## src/rtl/serial_full_subtractor.sv

```systemverilog
// Bit-serial subtractor: diff = a - b - bin, one bit per clock LSB first,
// using a single full-subtractor cell and a registered borrow.
module serial_full_subtractor #(
  parameter int WIDTH = 8
) (
  input  logic             clk,
  input  logic             rst_n,
  input  logic             start,
  input  logic [WIDTH-1:0] a,
  input  logic [WIDTH-1:0] b,
  input  logic             bin,
  output logic             busy,
  output logic             done,
  output logic [WIDTH-1:0] diff,
  output logic             bout
);

  localparam int CW = (WIDTH > 1) ? $clog2(WIDTH) : 1;
  localparam logic [CW-1:0] LAST = CW'(WIDTH - 1);

  typedef enum logic [1:0] {
    S_IDLE,
    S_SHIFT,
    S_DONE
  } state_t;

  state_t           state;
  state_t           state_next;
  logic [WIDTH-1:0] a_sh;
  logic [WIDTH-1:0] b_sh;
  logic [WIDTH-1:0] res_sh;
  logic [WIDTH-1:0] res_next;
  logic             borrow;
  logic             borrow_next;
  logic             d_bit;
  logic             last;
  logic [CW-1:0]    cnt;

  // Full-subtractor cell on the current LSBs; the new bit enters at the MSB
  // so that after WIDTH shifts the result lands in natural bit order.
  always_comb begin
    d_bit       = a_sh[0] ^ b_sh[0] ^ borrow;
    borrow_next = (~a_sh[0] & b_sh[0]) | (~(a_sh[0] ^ b_sh[0]) & borrow);
    res_next    = (res_sh >> 1) | (WIDTH'(d_bit) << (WIDTH - 1));
    last        = (cnt == LAST);
  end

  // NOTE: every output of a combinational block gets a default before the
  // case, so no path leaves it unassigned and no latch is inferred.
  always_comb begin
    state_next = state;
    case (state)
      S_IDLE:  if (start) state_next = S_SHIFT;
      S_SHIFT: if (last) state_next = S_DONE;
      S_DONE:  state_next = start ? S_SHIFT : S_IDLE;
      default: state_next = S_IDLE;
    endcase
  end

  // NOTE: sequential state uses non-blocking assignments so every register
  // samples the pre-edge values, independent of statement order.
  // NOTE: the datapath registers are few and small, so all of them are
  // cleared by reset; this keeps diff/bout defined after an aborted operation.
  always_ff @(posedge clk) begin
    if (!rst_n) begin
      state  <= S_IDLE;
      a_sh   <= '0;
      b_sh   <= '0;
      res_sh <= '0;
      borrow <= 1'b0;
      cnt    <= '0;
      diff   <= '0;
      bout   <= 1'b0;
    end else begin
      state <= state_next;
      case (state)
        S_IDLE, S_DONE: begin
          if (start) begin
            a_sh   <= a;
            b_sh   <= b;
            res_sh <= '0;
            borrow <= bin;
            cnt    <= '0;
          end
        end
        S_SHIFT: begin
          a_sh   <= a_sh >> 1;
          b_sh   <= b_sh >> 1;
          res_sh <= res_next;
          borrow <= borrow_next;
          cnt    <= cnt + CW'(1);
          if (last) begin
            diff <= res_next;
            bout <= borrow_next;
          end
        end
        default: ;
      endcase
    end
  end

  assign busy = (state == S_SHIFT);
  assign done = (state == S_DONE);

endmodule
```

## config.mk

```make
export PLATFORM = sky130hd
export DESIGN_NAME = serial_full_subtractor
export DESIGN_NICKNAME = d
export VERILOG_FILES = /design/src/rtl/serial_full_subtractor.sv
export SDC_FILE = /design/constraint.sdc
export NUM_CORES = 1
export LEC_CHECK = 0
export ABC_AREA = 1
export CORE_MARGIN = 2
export CORE_UTILIZATION = 35
export CTS_BUF_LIST = sky130_fd_sc_hd__clkbuf_4
export DETAILED_ROUTE_END_ITERATION = 10
export HOLD_SLACK_MARGIN = 0.05
export SETUP_SLACK_MARGIN = 0.5
export SYNTH_ARGS = -nofsm -noshare
export SYNTH_HDL_FRONTEND = slang
export SYNTH_SLANG_ARGS = --single-unit
export TNS_END_PERCENT = 20
```

## constraint.sdc

```tcl
create_clock -name clk -period 1.2 [get_ports clk]
set_input_delay 0.12 -clock clk [delete_from_list [all_inputs] [get_ports clk]]
set_output_delay 0.12 -clock clk [all_outputs]
set_load 0.02 [all_outputs]
```

==> flow_summary_export.csv <==
group,metric,value,unit
sta,clock_skew,0.00735,ns
clock_network,cts.sinks,38,
run,max-cap-violations,0,
clock_network,cts_buffers,5,
synthesis,ys_ff_latch,38,
place,gp_congestion,0.740,
sta,tightestPinTransition,0.432,ns
floorplan,die_x,72.5,microns
sta,hold_viol,0,
worst_setup_path,end_kind,"flop",
synthesis,synthArstFlopShare,0,%
detailed_routing,dr.pass1.iters,4,
synthesis,netlist_area,1640,sq um
global_route,grt_max_degree,30,
worst_setup_path,cp_max_fo,2,
sta,fin_ws,-0.00502,ns
detailed_routing,drcViolationCount,0,
detailed_routing,wl_per_cell,12.6,microns
global_route,antenna_found_initial,0,
synthesis,syn_inst,223,
clock_network,tritoncts,"done",
detailed_routing,drt-initial-drc-count,113,
power,netSwitchingPower,0.786,mW
global_route,first_global_vias,1473,
layout,final_util,55.0,%
clock_network,clock_latency,0.34,ns
power,leakagePower,1.00,nW
floorplan,num_rows,24,
sta,rsz0062_at_grt,"true",
synthesis,synth_edf_count,0,
worst_setup_path,r2r_start,"b_sh[0]",
detailed_routing,viasPerCell,4.89,
worst_setup_path,worstSetupStartpoint,"b_sh[0]",
power,combPwrFrac,18.8,%
synthesis,synth.avg_cell_area,7.37,sq um
synthesis,ys_seq_area_share,46.3,%
sta,setup_violations,1,
layout,nets,284,
worst_setup_path,required,1.48,ns
detailed_routing,postRouteWirelength,3.97,mm
detailed_routing,drtAntennaViolNets,0,
worst_setup_path,endpoint,"res_sh[7]",
sta,finalCriticalPeriod,1.21,ns
sta,maxSlewHeadroom,71.2,%
worst_setup_path,arrival,1.49,ns
power,clockPowerShare,36.2,%
power,power.internal,2.25,mW
layout,fill_cells,432,
place,preCtsSetupSlack,-0.0986,ns
sta,fin_hold_ws,0.332,ns
synthesis,syn_nets,246,
power,peakVddDrop,0.769,mV
worst_setup_path,reg2reg_depth,4,
outcome,status,"finished, violations left",
layout,antenna_cells,0,
global_route,grt_pass1_wl,6.57,mm
power,p_per_area,1240,nW/um^2
power,seqPwrFrac,45.0,%
clock_network,clk_pin_slew_worst_paths,0.12,ns
clock_network,cts_root_buffer,"clkbuf_4",
worst_setup_path,crit_type,"flop to flop",
place,post-dp-hpwl,2.45,mm
worst_hold_path,hold_class,"input port to flop",
sta,slew_violations,0,
synthesis,netlist-cell-type-count,20,
global_route,grt-ovfl-total,0,
layout,drive_above_1_share,34.0,%
layout,area_growth,48.8,%
floorplan,io-pin-count,31,
floorplan,core,4440,sq um
sta,finalCritPeriodShare,100,%
clock_network,htree_num_levels,2,
worst_setup_path,r2r_end,"res_sh[7]",
floorplan,die_h,72.5,microns
outcome,violations,"negative setup slack",
detailed_routing,vias,1534,
floorplan,initial_core_util,37.0,%
clock_network,ctsLongestPathBuffers,2,
power,swShare,25.9,%
worst_setup_path,startpoint_type,"flop",
place,io_buffers,30,
sta,fmax,0.830,GHz
synthesis,ys_warn_count,0,
synthesis,synthFlopType,"dfxtp_1",
floorplan,dieArea,5260,sq um
worst_setup_path,r2r_slack,-0.005,ns
global_route,track_usage,16.0,%
per-layer routing:
metal / up-vias / share of wire [%] / GRT usage, %
met5: - / 0 / 0
met4: 0 / 1.3 / 6.58
met3: 6 / 4.5 / 3.47
met2: 36 / 47 / 26.1
met1: 697 / 48 / 20.5
li1: 795 / - / -
cell usage after synthesis (all sizes together) (2+ instances only):
cell	n	area, sq um
nor3	14	70.1
a21oi	14	70.1
inv	21	78.8
o21ai	2	10.0
nor2	19	78.8
nand3	50	250
buf	13	85.1
nand2	46	180
dfxtp	38	761
ha	2	25.0
flip-flops by register name (all words and copies together), names as in the netlist:
register,flops
diff,8
state,2
bout,1
a_sh,8
b_sh,8
borrow,1
res_sh,7
cnt,3
worst min path at each step:
| stage | depth (start not counted) | from | end |
|---|---|---|---|
| after floorplan | 2 | b[0] | b_sh[0] |
| after global placement | 1 | cnt[0] | cnt[0] |
| after detailed placement | 2 | diff[6] | diff[6] |
| after CTS | 3 | b[7] | b_sh[7] |
| after global routing | 3 | b[7] | b_sh[7] |
| final | 3 | b[7] | b_sh[7] |
power by group through the flow:
stage          Sequential, mW  Combinational (mW)  Clock [mW]
4_1_cts                  1.36               0.545        1.12
5_1_grt                  1.37               0.633        1.18
2_1_floorplan            1.38               0.299           0
3_5_place_dp             1.39               0.460           0
6_report                 1.37               0.572        1.10
3_3_place_gp             1.39               0.461           0
area by class of cell:
type	count	area [sq um]	area share, %
timing repair buffer	45	504	20.6
clock buffer	5	37.5	1.53
clock inverter	3	68.8	2.81
tap	52	65.1	2.66
sequential	38	779	31.9
multi-input combinational	149	903	36.9
inverter	22	87.6	3.58
placed cells by master (no fill, tap or decap), types with 3 or more instances in the layout:
master	count
a21oi_1	13
buf_12	3
buf_4	5
buf_6	17
clkbuf_4	5
clkdlybuf4s50_1	19
dfxtp_1	23
dfxtp_2	15
inv_1	17
inv_2	4
nand2_1	41
nand3_1	31
nand3_2	19
nor2_1	15
nor3_1	11
nor3_2	3
cells by family after synthesis:
family / share of synthesized area [%]
buffers and inverters: 10.4
adder cells (fa/ha/maj): 2.74
AO/OA/AOI/OAI: 4.87
flip-flops: 46.3
AND/OR/NAND/NOR: 35.7
what timing repair did:
item | 4_1_cts | 5_1_grt
buffers inserted | 1 | 0
hold buffers | 0 | 0
gates cloned | 0 | 1
pin swaps | 18 | 5
resized for setup | 120 | 8
endpoints found under the setup margin | 49 | 49
metrics by stage:
step                       TNS, ns  instance area, sq um  std cells  power [mW]
final                     -0.00502                  2450        314        3.04
after global routing        -0.425                  2450        314        3.19
after CTS                 -0.00568                  2400        313        3.03
after detailed placement     -1.67                  2070        304        1.85
after global placement       -1.62                  2070        304        1.85
after floorplan                  0                  1670        223        1.68
worst max-delay path, cell delays in order, from the launching register on:
cell,delay [ns]
dfxtp_2,0.34
inv_2,0.04
fa_2,0.60
nand2_1,0.06
a21oi_1,0.10
Note: power is estimated with default switching activity, not from simulation.
